===== src/rtl/usb_fs_tx_serializer.sv =====
// rtl/usb_fs_tx_serializer.sv - full-speed USB transmit serializer (sync, NRZI, bit stuffing, CRC16, EOP)
module usb_fs_tx_serializer #(
  parameter int CLKS_PER_BIT = 4
) (
  input  logic       clk_48mhz,
  input  logic       reset,
  input  logic       tx_valid,
  input  logic [7:0] tx_data,
  input  logic       tx_last,
  input  logic       tx_crc16,
  output logic       tx_ready,
  output logic       tx_busy,
  output logic       tx_underrun,
  output logic       usb_p_tx,
  output logic       usb_n_tx,
  output logic       usb_tx_en
);

  localparam int CW = (CLKS_PER_BIT > 2) ? $clog2(CLKS_PER_BIT) : 1;
  localparam logic [CW-1:0] CNT_LAST = CW'(CLKS_PER_BIT - 1);

  // S_TAIL is an empty payload segment so a trailing stuff bit can precede EOP.
  typedef enum logic [2:0] {
    S_IDLE, S_SYNC, S_DATA, S_CRC_HI, S_CRC_LO, S_TAIL, S_EOP_SE0, S_EOP_J
  } state_t;

  state_t        state_q, state_d;
  logic [CW-1:0] cnt_q, cnt_d;
  logic [7:0]    shift_q, shift_d;
  logic [3:0]    left_q, left_d;
  logic [2:0]    stuff_q, stuff_d;
  logic [15:0]   crc_q, crc_d;
  logic [7:0]    byte_q, byte_d;
  logic          line_q, line_d;
  logic          last_q, last_d;
  logic          crc_en_q, crc_en_d;
  logic          pid_q, pid_d;
  logic          p_q, p_d;
  logic          n_q, n_d;
  logic          en_q, en_d;

  state_t        seg_state;
  logic [7:0]    seg_shift;
  logic [3:0]    seg_left;
  logic          seg_pid;
  logic          bit_end;
  logic [15:0]   crc_rev;

  assign bit_end   = (cnt_q == CNT_LAST);
  assign usb_p_tx  = p_q;
  assign usb_n_tx  = n_q;
  assign usb_tx_en = en_q;
  assign tx_busy   = (state_q != S_IDLE);

  // crc_rev[0] is the first CRC bit on the wire: complemented register bit 15.
  always_comb begin
    crc_rev = '0;
    for (int i = 0; i < 16; i++) begin
      crc_rev[i] = ~crc_q[15-i];
    end
  end

  always_comb begin
    state_d     = state_q;
    cnt_d       = cnt_q;
    shift_d     = shift_q;
    left_d      = left_q;
    stuff_d     = stuff_q;
    crc_d       = crc_q;
    byte_d      = byte_q;
    line_d      = line_q;
    last_d      = last_q;
    crc_en_d    = crc_en_q;
    pid_d       = pid_q;
    p_d         = p_q;
    n_d         = n_q;
    en_d        = en_q;
    tx_ready    = 1'b0;
    tx_underrun = 1'b0;
    seg_state   = state_q;
    seg_shift   = shift_q;
    seg_left    = left_q;
    seg_pid     = pid_q;

    case (state_q)
      S_IDLE: begin
        tx_ready = 1'b1;
        cnt_d    = '0;
        if (tx_valid) begin
          state_d  = S_SYNC;
          byte_d   = tx_data;
          last_d   = tx_last;
          crc_en_d = tx_crc16;
          pid_d    = 1'b1;
          crc_d    = 16'hFFFF;
          shift_d  = 8'h40;
          left_d   = 4'd7;
          stuff_d  = 3'd0;
          line_d   = 1'b0;
          p_d      = 1'b0;
          n_d      = 1'b1;
          en_d     = 1'b1;
        end
      end

      S_SYNC, S_DATA, S_CRC_HI, S_CRC_LO, S_TAIL: begin
        cnt_d = bit_end ? '0 : cnt_q + CW'(1);
        if (bit_end) begin
          if (left_q == 4'd0) begin
            case (state_q)
              S_SYNC: begin
                seg_state = S_DATA;
                seg_shift = byte_q;
                seg_left  = 4'd8;
              end
              S_DATA: begin
                if (last_q) begin
                  seg_state = crc_en_q ? S_CRC_HI : S_TAIL;
                  seg_shift = crc_rev[7:0];
                  seg_left  = crc_en_q ? 4'd8 : 4'd0;
                end else begin
                  tx_ready = 1'b1;
                  if (tx_valid) begin
                    seg_shift = tx_data;
                    seg_left  = 4'd8;
                    seg_pid   = 1'b0;
                    last_d    = tx_last;
                  end else begin
                    tx_underrun = 1'b1;
                    seg_state   = S_TAIL;
                    seg_left    = 4'd0;
                  end
                end
              end
              S_CRC_HI: begin
                seg_state = S_CRC_LO;
                seg_shift = crc_rev[15:8];
                seg_left  = 4'd8;
              end
              default: begin
                seg_state = S_TAIL;
                seg_left  = 4'd0;
              end
            endcase
          end

          state_d = seg_state;
          shift_d = seg_shift;
          left_d  = seg_left;
          pid_d   = seg_pid;

          if (stuff_q == 3'd6) begin
            line_d  = ~line_q;
            stuff_d = 3'd0;
          end else if (seg_left != 4'd0) begin
            shift_d = seg_shift >> 1;
            left_d  = seg_left - 4'd1;
            if (seg_shift[0]) begin
              stuff_d = stuff_q + 3'd1;
            end else begin
              stuff_d = 3'd0;
              line_d  = ~line_q;
            end
            if (seg_state == S_DATA && !seg_pid) begin
              crc_d = {crc_q[14:0], 1'b0} ^ ((crc_q[15] ^ seg_shift[0]) ? 16'h8005 : 16'h0000);
            end
          end else begin
            state_d = S_EOP_SE0;
            left_d  = 4'd1;
          end

          if (state_d == S_EOP_SE0) begin
            p_d = 1'b0;
            n_d = 1'b0;
          end else begin
            p_d = line_d;
            n_d = ~line_d;
          end
        end
      end

      S_EOP_SE0: begin
        cnt_d = bit_end ? '0 : cnt_q + CW'(1);
        if (bit_end) begin
          if (left_q != 4'd0) begin
            left_d = left_q - 4'd1;
          end else begin
            state_d = S_EOP_J;
            line_d  = 1'b1;
            p_d     = 1'b1;
            n_d     = 1'b0;
          end
        end
      end

      S_EOP_J: begin
        cnt_d = bit_end ? '0 : cnt_q + CW'(1);
        if (bit_end) begin
          state_d = S_IDLE;
          en_d    = 1'b0;
        end
      end

      default: begin
        state_d = S_IDLE;
      end
    endcase
  end

  always_ff @(posedge clk_48mhz) begin
    if (reset) begin
      state_q  <= S_IDLE;
      cnt_q    <= '0;
      shift_q  <= '0;
      left_q   <= '0;
      stuff_q  <= '0;
      crc_q    <= '0;
      byte_q   <= '0;
      line_q   <= 1'b1;
      last_q   <= 1'b0;
      crc_en_q <= 1'b0;
      pid_q    <= 1'b0;
      p_q      <= 1'b1;
      n_q      <= 1'b0;
      en_q     <= 1'b0;
    end else begin
      state_q  <= state_d;
      cnt_q    <= cnt_d;
      shift_q  <= shift_d;
      left_q   <= left_d;
      stuff_q  <= stuff_d;
      crc_q    <= crc_d;
      byte_q   <= byte_d;
      line_q   <= line_d;
      last_q   <= last_d;
      crc_en_q <= crc_en_d;
      pid_q    <= pid_d;
      p_q      <= p_d;
      n_q      <= n_d;
      en_q     <= en_d;
    end
  end

endmodule

===== config.mk =====
export PLATFORM = sky130hd
export DESIGN_NAME = usb_fs_tx_serializer
export DESIGN_NICKNAME = d
export VERILOG_FILES = /design/src/rtl/usb_fs_tx_serializer.sv
export SDC_FILE = /design/constraint.sdc
export NUM_CORES = 1
export LEC_CHECK = 0
export CORE_ASPECT_RATIO = 1.75
export CORE_MARGIN = 3
export CORE_UTILIZATION = 54
export DETAILED_ROUTE_END_ITERATION = 8
export PLACE_DENSITY = 0.79
export SYNTH_ARGS = -nofsm -noshare
export SYNTH_HDL_FRONTEND = slang
export SYNTH_SLANG_ARGS = --single-unit

===== constraint.sdc =====
create_clock -name clk_48mhz -period 2.3 [get_ports clk_48mhz]
set_clock_uncertainty 0.1 [all_clocks]
set_input_delay 0.575 -clock clk_48mhz [delete_from_list [all_inputs] [get_ports clk_48mhz]]
set_output_delay 0.575 -clock clk_48mhz [all_outputs]
set_load 0.005 [all_outputs]

==> reports/results.ini <==
[run_status]
status=complete, but fails checks
failed_checks=negative setup slack

[final_layout]
layout_common_cells=57 x buf_4, 47 x dfxtp_1, 46 x nand2_1
register_area_um2=1026
mostFrequentLayoutCell=buf_4
fin_util_pct=71.25
drive_above_1_share_pct=29.38
fin_area_um2=4044
diodes=0
fin_nets=457
multi_input_area_um2=2091
nFillCells=451
syn_to_final_growth_pct=26.00

[cts]
h-tree-depth=2
clk_latency_ps=330
clock-sinks=51
cts_buffers=5
cts_root_buf=clkbuf_8
cts_tree=built
clk_path_buf_depth=2
clk_pin_slew_ps=100

[place]
place_area_um2=3771
dp_hpwl_um=6883
portBuffers=18
gp_congestion=0.8736

[detailed_routing]
dr_total_vias=3237
routedWlPerCell_um=18.83
ant_nets=0
dr.pass1.iters=5
drc=0
drtIter0Drc=173
finalWirelength_um=9695
via_per_inst=6.285

[yosys]
synth_seq_cells=51
synthFlopType=dfxtp_1
synth_edf_count=0
syn_inst=376
syn_area_per_cell_um2=8.535
seq_area_frac_synth_pct=31.81
synth_cell_type_count=76
ys_warn_count=0
synth_area_um2=3209
synthArstFlopShare_pct=0
synth.net_count=395

[sta]
grt_setup_unrepaired=true
max_freq_mhz=396.5
setup_violations=3
hold_ws_ps=353.5
hold_viol_final=0
timing.final.crit_share_pct=109.7
slew_viol_final=0
worst_slew_pin_slew_ps=477.7
setup_ws_ps=-222.0
max_slew_margin_pct=68.03
period_minus_slack_ps=2522

[floorplan]
initial_core_util_pct=56.55
io_pins=19
rows=36
coreArea_um2=5675
die-area_um2=6941
die_x_um=64.28
dieHeight_um=108.0

[setup_path]
crit_type=reg -> out
r2r-end=line_q$_SDFFE_PP1P_
critPathRequiredTime_ps=1620
endpoint_kind=output pin
critPathCapture=tx_underrun
r2r_cells=11
crit_path_start=left_q[0]$_SDFFE_PP0P_
cp.arrival_ps=1850
startpoint_type=register
reg2reg_slack_ps=-20
regToRegStartpoint=left_q[1]$_SDFFE_PP0P_
path_max_fanout=2

[global_routing]
antenna_found_initial=0
grt_max_degree=25
grt_pass1_vias=3309
grt_use_total_pct=28.72
overflow=0
grt_pass1_wl_um=15560

[power]
power_density_nw_per_um2=593.1
p_total_mw=2.398
irDropWorstVdd_mv=0.5316
power.static_leakage_nw=1.490

[worst_hold_path]
hp-class=reg -> reg
hp-start=cnt_q[0]$_SDFF_PP0_
worstHoldPathCells=1

[flow_run]
maxCapViolCount=0

-- stage by stage --
stage               instances  setup WS [ps]  setup TNS, ps
finish                    515         -222.0         -413.3
global route              515         -308.9          -1036
CTS                       511         -316.8         -650.6
detailed placement        501         -508.3         -11910
global placement          501         -459.9         -10430
floorplan                 376          19.78              0
-- synthesized netlist by cell type, types with 3 or more instances --
master    instances  area (um^2)
a211oi_1          4        30.03
a21oi_1          39        195.2
a22oi_1           6        45.04
a31oi_1           3        18.77
buf_2             4        20.02
buf_6            10        112.6
clkbuf_1         10        37.54
dfxtp_1          51         1021
ha_1              6        75.07
inv_1            10        37.54
mux2_2            6        67.56
mux2i_1           6        60.06
nand2_1          46        172.7
nand2b_1          5        31.28
nand3_1           5        25.02
nand4_1           3        18.77
nor2_1           30        112.6
nor2b_1           5        31.28
nor3_1           11        55.05
nor4_1            3        18.77
o211ai_1         11        82.58
o21ai_0          18        90.09
o21ai_1           5        25.02
o221a_1          10        112.6
o221a_2           5        56.30
or3b_1            3        26.28
-- report_power, final --
part / switching (mW) / internal [mW] / leakage, nW
sequential: 0.0614 / 0.951 / 0.420
combinational: 0.438 / 0.425 / 1.03
clock: 0.309 / 0.214 / 0.0422
total: 0.808 / 1.59 / 1.49
-- state kept, by name, summed over array words and instances (netlist names) --
name and count:
usb_p_tx 1, crc_en_q 1, usb_tx_en 1, state_q 3, cnt_q 2, pid_q 1, left_q 4, line_q 1
byte_q 8, shift_q 8, usb_n_tx 1, crc_q 16, stuff_q 3, last_q 1
-- critical path, stage by stage (launching register included) --
cell and delay [ps]:
dfxtp_2 330, inv_2 80, ha_4 130, or3b_4 390
nor2_4 100, nand2_1 70, nor4_2 260, buf_2 170
-- kinds of logic (layout without fill, tap and decap cells) --
kind of cell             count (synthesis)  in the layout  share of synthesized area, %
buffers and inverters                   37            100                         7.369
AO/OA/AOI/OAI                          134            134                         31.85
multiplexers                            14             14                         5.146
adder cells (fa/ha/maj)                  6              6                         2.339
AND/OR/NAND/NOR                        130            130                         20.39
flip-flops                              51             51                         31.81
XOR/XNOR                                 4              4                         1.092
-- worst min-delay path by stage --
| stage | end |
|---|---|
| after global routing | cnt_q[0]$_SDFF_PP0_ |
| after CTS | cnt_q[0]$_SDFF_PP0_ |
| after global placement | cnt_q[0]$_SDFF_PP0_ |
| after floorplan | cnt_q[0]$_SDFF_PP0_ |
| final | cnt_q[0]$_SDFF_PP0_ |
| after detailed placement | cnt_q[0]$_SDFF_PP0_ |
-- layer usage --
layer	up-vias	share of wire [%]	GRT usage [%]
met5	-	0	0
met4	0	6.0	21.33
met3	54	4.5	4.262
met2	114	53	53.03
met1	1549	36	28.22
li1	1520	-	-
-- area by class of cell --
cell class                      count  share of cell area, %
Sequential cell                    51                  25.37
Clock inverter                      1                 0.1238
Tap cell                           76                  2.351
Multi-Input combinational cell    288                  51.70
Clock buffer                        7                  1.887
Inverter                           10                 0.9282
Timing Repair Buffer               82                  17.64
-- what timing repair did --
| action | in CTS | in global routing |
|---|---|---|
| hold buffers | 0 | 0 |
| setup endpoints to repair | 25 | 29 |
| buffers inserted | 2 | 5 |
| resized for setup | 22 | 21 |
| pin swaps | 7 | 11 |
(Power assumes the default switching activity.)
==> patch 1, RTL diff (config.mk and constraints unchanged) <==
Set the parameter `CLKS_PER_BIT` to 8 (it was 4).
--- a/src/rtl/usb_fs_tx_serializer.sv
+++ b/src/rtl/usb_fs_tx_serializer.sv
@@ -1,5 +1,5 @@
 // rtl/usb_fs_tx_serializer.sv - full-speed USB transmit serializer (sync, NRZI, bit stuffing, CRC16, EOP)
 module usb_fs_tx_serializer #(
-  parameter int CLKS_PER_BIT = 4
+  parameter int CLKS_PER_BIT = 8
 ) (
   input  logic       clk_48mhz,
Behaviour: not the same (a bounded check fails within 10 cycles, from zero or initial values and one cycle with reset high).
==> patch 1 against the unedited design <==
The run still ends with setup timing left. Sequential cell count rose by 1. Non-clock buffer count fell by 2. Largest cell class unchanged. First-iteration DRC count rose by 32%. Final area fell by 4.0%. Area after synthesis fell by 7.3%. Worst setup slack improved by 0.22 ns. Die area fell by 6.8%. Sequential share of layout area rose by 1.5 points. Routed wire length fell by 4.9%. Total power rose by 9.6%.
==> patch 1: results (changes against the unedited design) <==
Synth
  – List of most frequent post-synthesis cells: 52 x sky130_fd_sc_hd__dfxtp_1, 46 x sky130_fd_sc_hd__nand2_1, 27 x sky130_fd_sc_hd__o21ai_0, 26 x sky130_fd_sc_hd__a21oi_1 (was 51 x sky130_fd_sc_hd__dfxtp_1, 46 x sky130_fd_sc_hd__nand2_1, 39 x sky130_fd_sc_hd__a21oi_1, 30 x sky130_fd_sc_hd__nor2_1, 18 x sky130_fd_sc_hd__o21ai_0)
  – Number of library cell types mapped by synthesis: 56 (was 76)
  – Top cells by area, synth: sky130_fd_sc_hd__dfxtp_1 35%, sky130_fd_sc_hd__o221a_2 6.4%, sky130_fd_sc_hd__nand2_1 5.8%, sky130_fd_sc_hd__o21ai_0 4.5%, sky130_fd_sc_hd__a21oi_1 4.4% (was sky130_fd_sc_hd__dfxtp_1 32%, sky130_fd_sc_hd__a21oi_1 6.1%, sky130_fd_sc_hd__nand2_1 5.4%, sky130_fd_sc_hd__buf_6 3.5%, sky130_fd_sc_hd__nor2_1 3.5%)
  – Number of nets produced by synthesis: 375 (was 395)

Route
  – Initial DRC Count: 228 (was 173)
  – Total via count after detailed routing: 3085 (was 3237)

STA
  – Fin Hold WS: 0.334 ns (was 0.353 ns)
  – Final-report setup violation count: 1 (was 3)
  – Worst setup slack after layout: -0.00390 ns (was -0.222 ns)

Layout
  – Layout overhead on the synthesized area: 30.5% (was 26.0%)
  – Share of final-layout standard cells stronger than drive strength 1: 29.0% (was 29.4%)
  – Fillers: 410 (was 451)

Place
  – Area post-placement: 3620 um2 (was 3770 um2)
  – Half-perimeter wire length of the detailed placement result: 6660 um (was 6880 um)

Global route
  – First-pass GRT wire length: 14600 um (was 15600 um)
  – Global Route met2 Usage: 49.7% (was 53.0%)
  – Number of global-route vias before repair: 2945 (was 3309)
  – GRT Total Usage: 28.2% (was 28.7%)

Critical path
  – Critical path peak fanout: 8 (was 2)
  – Data arrival at the endpoint of the critical path: 2.42 ns (was 1.85 ns)

Power and ir drop
  – Worst IR drop on VDD: 486 uV (was 532 uV)
  – Leakage power: 1.51 nW (was 1.49 nW)
  – Internal power: 1.72 mW (was 1.59 mW)

Status
  – Failing checks: setup timing (unchanged)
  – Status: finished, violations left (unchanged)

CTS
  – Clock insertion delay at the later pin of the skew report: 0.31 ns (was 0.33 ns)
patch 1: cell types whose count changed after synthesis, sizes merged, moves of 3 or more:
cell	delta
a21oi	-16
a22oi	+4
a311o	+8
a32oi	+7
buf	-10
clkbuf	+12
mux2	-5
mux2i	-4
nor2	-8
nor2b	+5
nor3	-5
o2111ai	-3
o211ai	-10
patch 1: final cells by class:
class / instances / share of cell area (%)
sequential: 52 / 26.9
clock inverter: 3 / 0.580
clock buffer: 5 / 1.77
multi-input combinational: 263 / 49.3
timing repair buffer: 80 / 18.0
inverter: 11 / 1.06
tap: 74 / 2.38
patch 1: cell families (layout without fill, tap and decap cells):
| group | Yosys count | after routing | synth area share [%] |
|---|---|---|---|
| and+or+nand+nor | 119 | 119 | 20.0 |
| muxes | 5 | 5 | 1.77 |
| DFF | 52 | 52 | 35.0 |
| xor gates and xnor gates | 7 | 7 | 3.07 |
| buffers and inverters | 40 | 99 | 5.26 |
| AOI/OAI and AO/OA | 125 | 125 | 31.9 |
| adders and majority gates | 7 | 7 | 2.94 |
patch 1: repair_timing:
item	CTS	global route
buffers inserted	0	5
pin swaps	3	8
endpoints found under the hold margin	0	0
setup endpoints to repair	22	34
gates resized for setup	12	26
cloned	0	1
patch 1: worst max-delay path, delay by kind of cell (launching register included):
kind	cells	cell delay, ns
AOI/OAI and AO/OA	2	0.43
adders and majority gates	1	0.14
buffers and inverters	3	0.43
DFF	1	0.34
muxes	1	0.31
and+or+nand+nor	2	0.46
patch 1: per-layer routing:
| metal | wire (um) | up-vias |
|---|---|---|
| met4 | 783 | 0 |
| met1 | 3360 | 1473 |
| met3 | 349 | 56 |
| met2 | 4720 | 113 |
| li1 | - | 1443 |
| met5 | 0 | - |
patch 1: power by group through the flow:
stage	clock network [mW]	logic [mW]	registers (mW)
finish	0.544	1.03	1.05
global route	0.585	1.11	1.06
CTS	0.555	0.932	1.04
detailed placement	0	0.912	1.06
global placement	0	0.893	1.06
floorplan	0	0.539	1.04
patch 1: worst paths after layout:
check,start,to
hold / removal,cnt_q[0]$_SDFF_PP0_,cnt_q[0]$_SDFF_PP0_
hold reg to reg,cnt_q[0]$_SDFF_PP0_,cnt_q[0]$_SDFF_PP0_
setup reg to reg,left_q[0]$_SDFFE_PP0P_,crc_q[3]$_SDFFE_PP0P_
setup / recovery,left_q[0]$_SDFFE_PP0P_,crc_q[3]$_SDFFE_PP0P_
patch 1: metrics by stage:
step	setup slack, ns	setup TNS (ns)	std cells
6_report	-0.00390	-0.00390	488
5_1_grt	-0.0818	-1.21	488
4_1_cts	-0.0154	-0.0229	482
3_5_place_dp	-0.414	-11.30	474
3_3_place_gp	-0.372	-9.43	474
2_1_floorplan	0.0126	0	355
==> patch 2, RTL diff (same settings) <==
Made on the original files. Reset style: asynchronous (`reset`), changed in one clocked block.
--- a/src/rtl/usb_fs_tx_serializer.sv
+++ b/src/rtl/usb_fs_tx_serializer.sv
@@ -208,5 +208,5 @@
   end
 
-  always_ff @(posedge clk_48mhz) begin
+  always_ff @(posedge clk_48mhz or posedge reset) begin
     if (reset) begin
       state_q  <= S_IDLE;
Function: differs if reset is asserted again (counterexample within 4 cycles, from zero or initial values and one cycle with reset high); with reset held inactive, the same outputs for 10 cycles.
==> patch 2 against the unedited design <==
The run still ends with setup timing left. Worst setup slack got worse by 0.079 ns. Hold slack improved by 0.0012 ns. Routed wire length fell by 6.5%. Area after synthesis fell by 1.3%. Count of clock-buffer cells in the layout fell by 2. Sequential cell count did not move. Final area rose by 0.28%. Critical endpoint unchanged.
Power is not compared: it rests on default switching activity, and its combinational part moved more than twofold at a synthesized area within 25%.
==> patch 2: results (changes against the unedited design) <==
Status
  – Status: finished, violations left (unchanged)
  – Failing checks: setup timing (unchanged)

Power and ir drop
  – Total power draw: 5.36 mW

Critical path
  – Slowest-stage cell, CP: sky130_fd_sc_hd__or4_4 (was sky130_fd_sc_hd__or3b_4)
  – R2R Path End: usb_n_tx$_DFFE_PP0P_ (was line_q$_SDFFE_PP1P_)
  – Longest individual stage delay on the worst path: 0.44 ns (was 0.39 ns)
  – Minimum setup slack among reg-to-reg paths: -0.24 ns (was -0.02 ns)

CTS
  – Clock insertion delay at the later pin of the skew report: 0.31 ns (was 0.33 ns)

Global route
  – Pin count of the biggest net entering global routing: 36 (was 25)
  – Number of global-route vias before repair: 3149 (was 3309)
  – Routing usage on met3: 4.81% (was 4.26%)

Synth
  – Number of nets produced by synthesis: 393 (was 395)
  – Post-synthesis async set-or-reset flop share: 100% (was 0%)
  – Post-synthesis sequential area ratio: 40.4% (was 31.8%)
  – List of most frequent post-synthesis cells: 60 x sky130_fd_sc_hd__nand2_1, 49 x sky130_fd_sc_hd__dfrtp_1, 37 x sky130_fd_sc_hd__nor2_1, 27 x sky130_fd_sc_hd__o21ai_0, 23 x sky130_fd_sc_hd__a21oi_1 (was 51 x sky130_fd_sc_hd__dfxtp_1, 46 x sky130_fd_sc_hd__nand2_1, 39 x sky130_fd_sc_hd__a21oi_1, 30 x sky130_fd_sc_hd__nor2_1, 18 x sky130_fd_sc_hd__o21ai_0)

Layout
  – Share of final-layout standard cells stronger than drive strength 1: 24.7% (was 29.4%)
  – Number of nets at the end of the flow: 456 (was 457)

STA
  – Worst setup slack after layout: -0.301 ns (was -0.222 ns)
  – Final-report setup violation count: 30 (was 3)
  – Fin Hold WS: 0.355 ns (was 0.353 ns)
  – Slew HR: 64.2% (was 68.0%)

Place
  – Area post-placement: 3760 um2 (was 3770 um2)
  – Half-perimeter wire length of the detailed placement result: 6450 um (was 6880 um)
  – Final RePlAce weighted congestion: 0.979 (was 0.874)

Route
  – Amount of wire on met2 after detailed routing: 4710 um (was 5150 um)
  – Sum of met3 wire segment lengths after detailed routing: 467 um (was 438 um)
  – Routed met1 length: 3260 um (was 3530 um)
  – Post-detailed-route wirelength per cell: 17.6 um (was 18.8 um)

Worst hold path
  – Hold Crit Endpoint: cnt_q[0]$_DFF_PP0_ (was cnt_q[0]$_SDFF_PP0_)
## patch 2: changes by cell type after synthesis, sizes merged, moves of 6 or more
cell,unedited run,this run
o2bb2ai,0,7
dfrtp,0,49
a21oi,42,24
nand2,47,60
nor2,31,38
a221o,1,7
mux2,7,1
dfxtp,51,0
o21ai,25,37
inv,10,17
o221a,15,2
o211ai,12,3
## patch 2: cell families after synthesis
group	after synthesis	synth area share [%]
buf+inv	43	6.68
compound gates	118	25.6
mux	7	2.25
flops	51	40.4
xor+xnor	6	1.66
simple gates	143	21.0
fa+ha+maj	6	2.37
## patch 2: layout make-up
cell class                 instances  area (um2)
timing repair buffer              82         726
tap                               76        95.1
sequential                        51        1280
inverter                          17        63.8
multi-input combinational        280        1780
clock inverter                     3        43.8
clock buffer                       5        68.8
fill                             413        1580
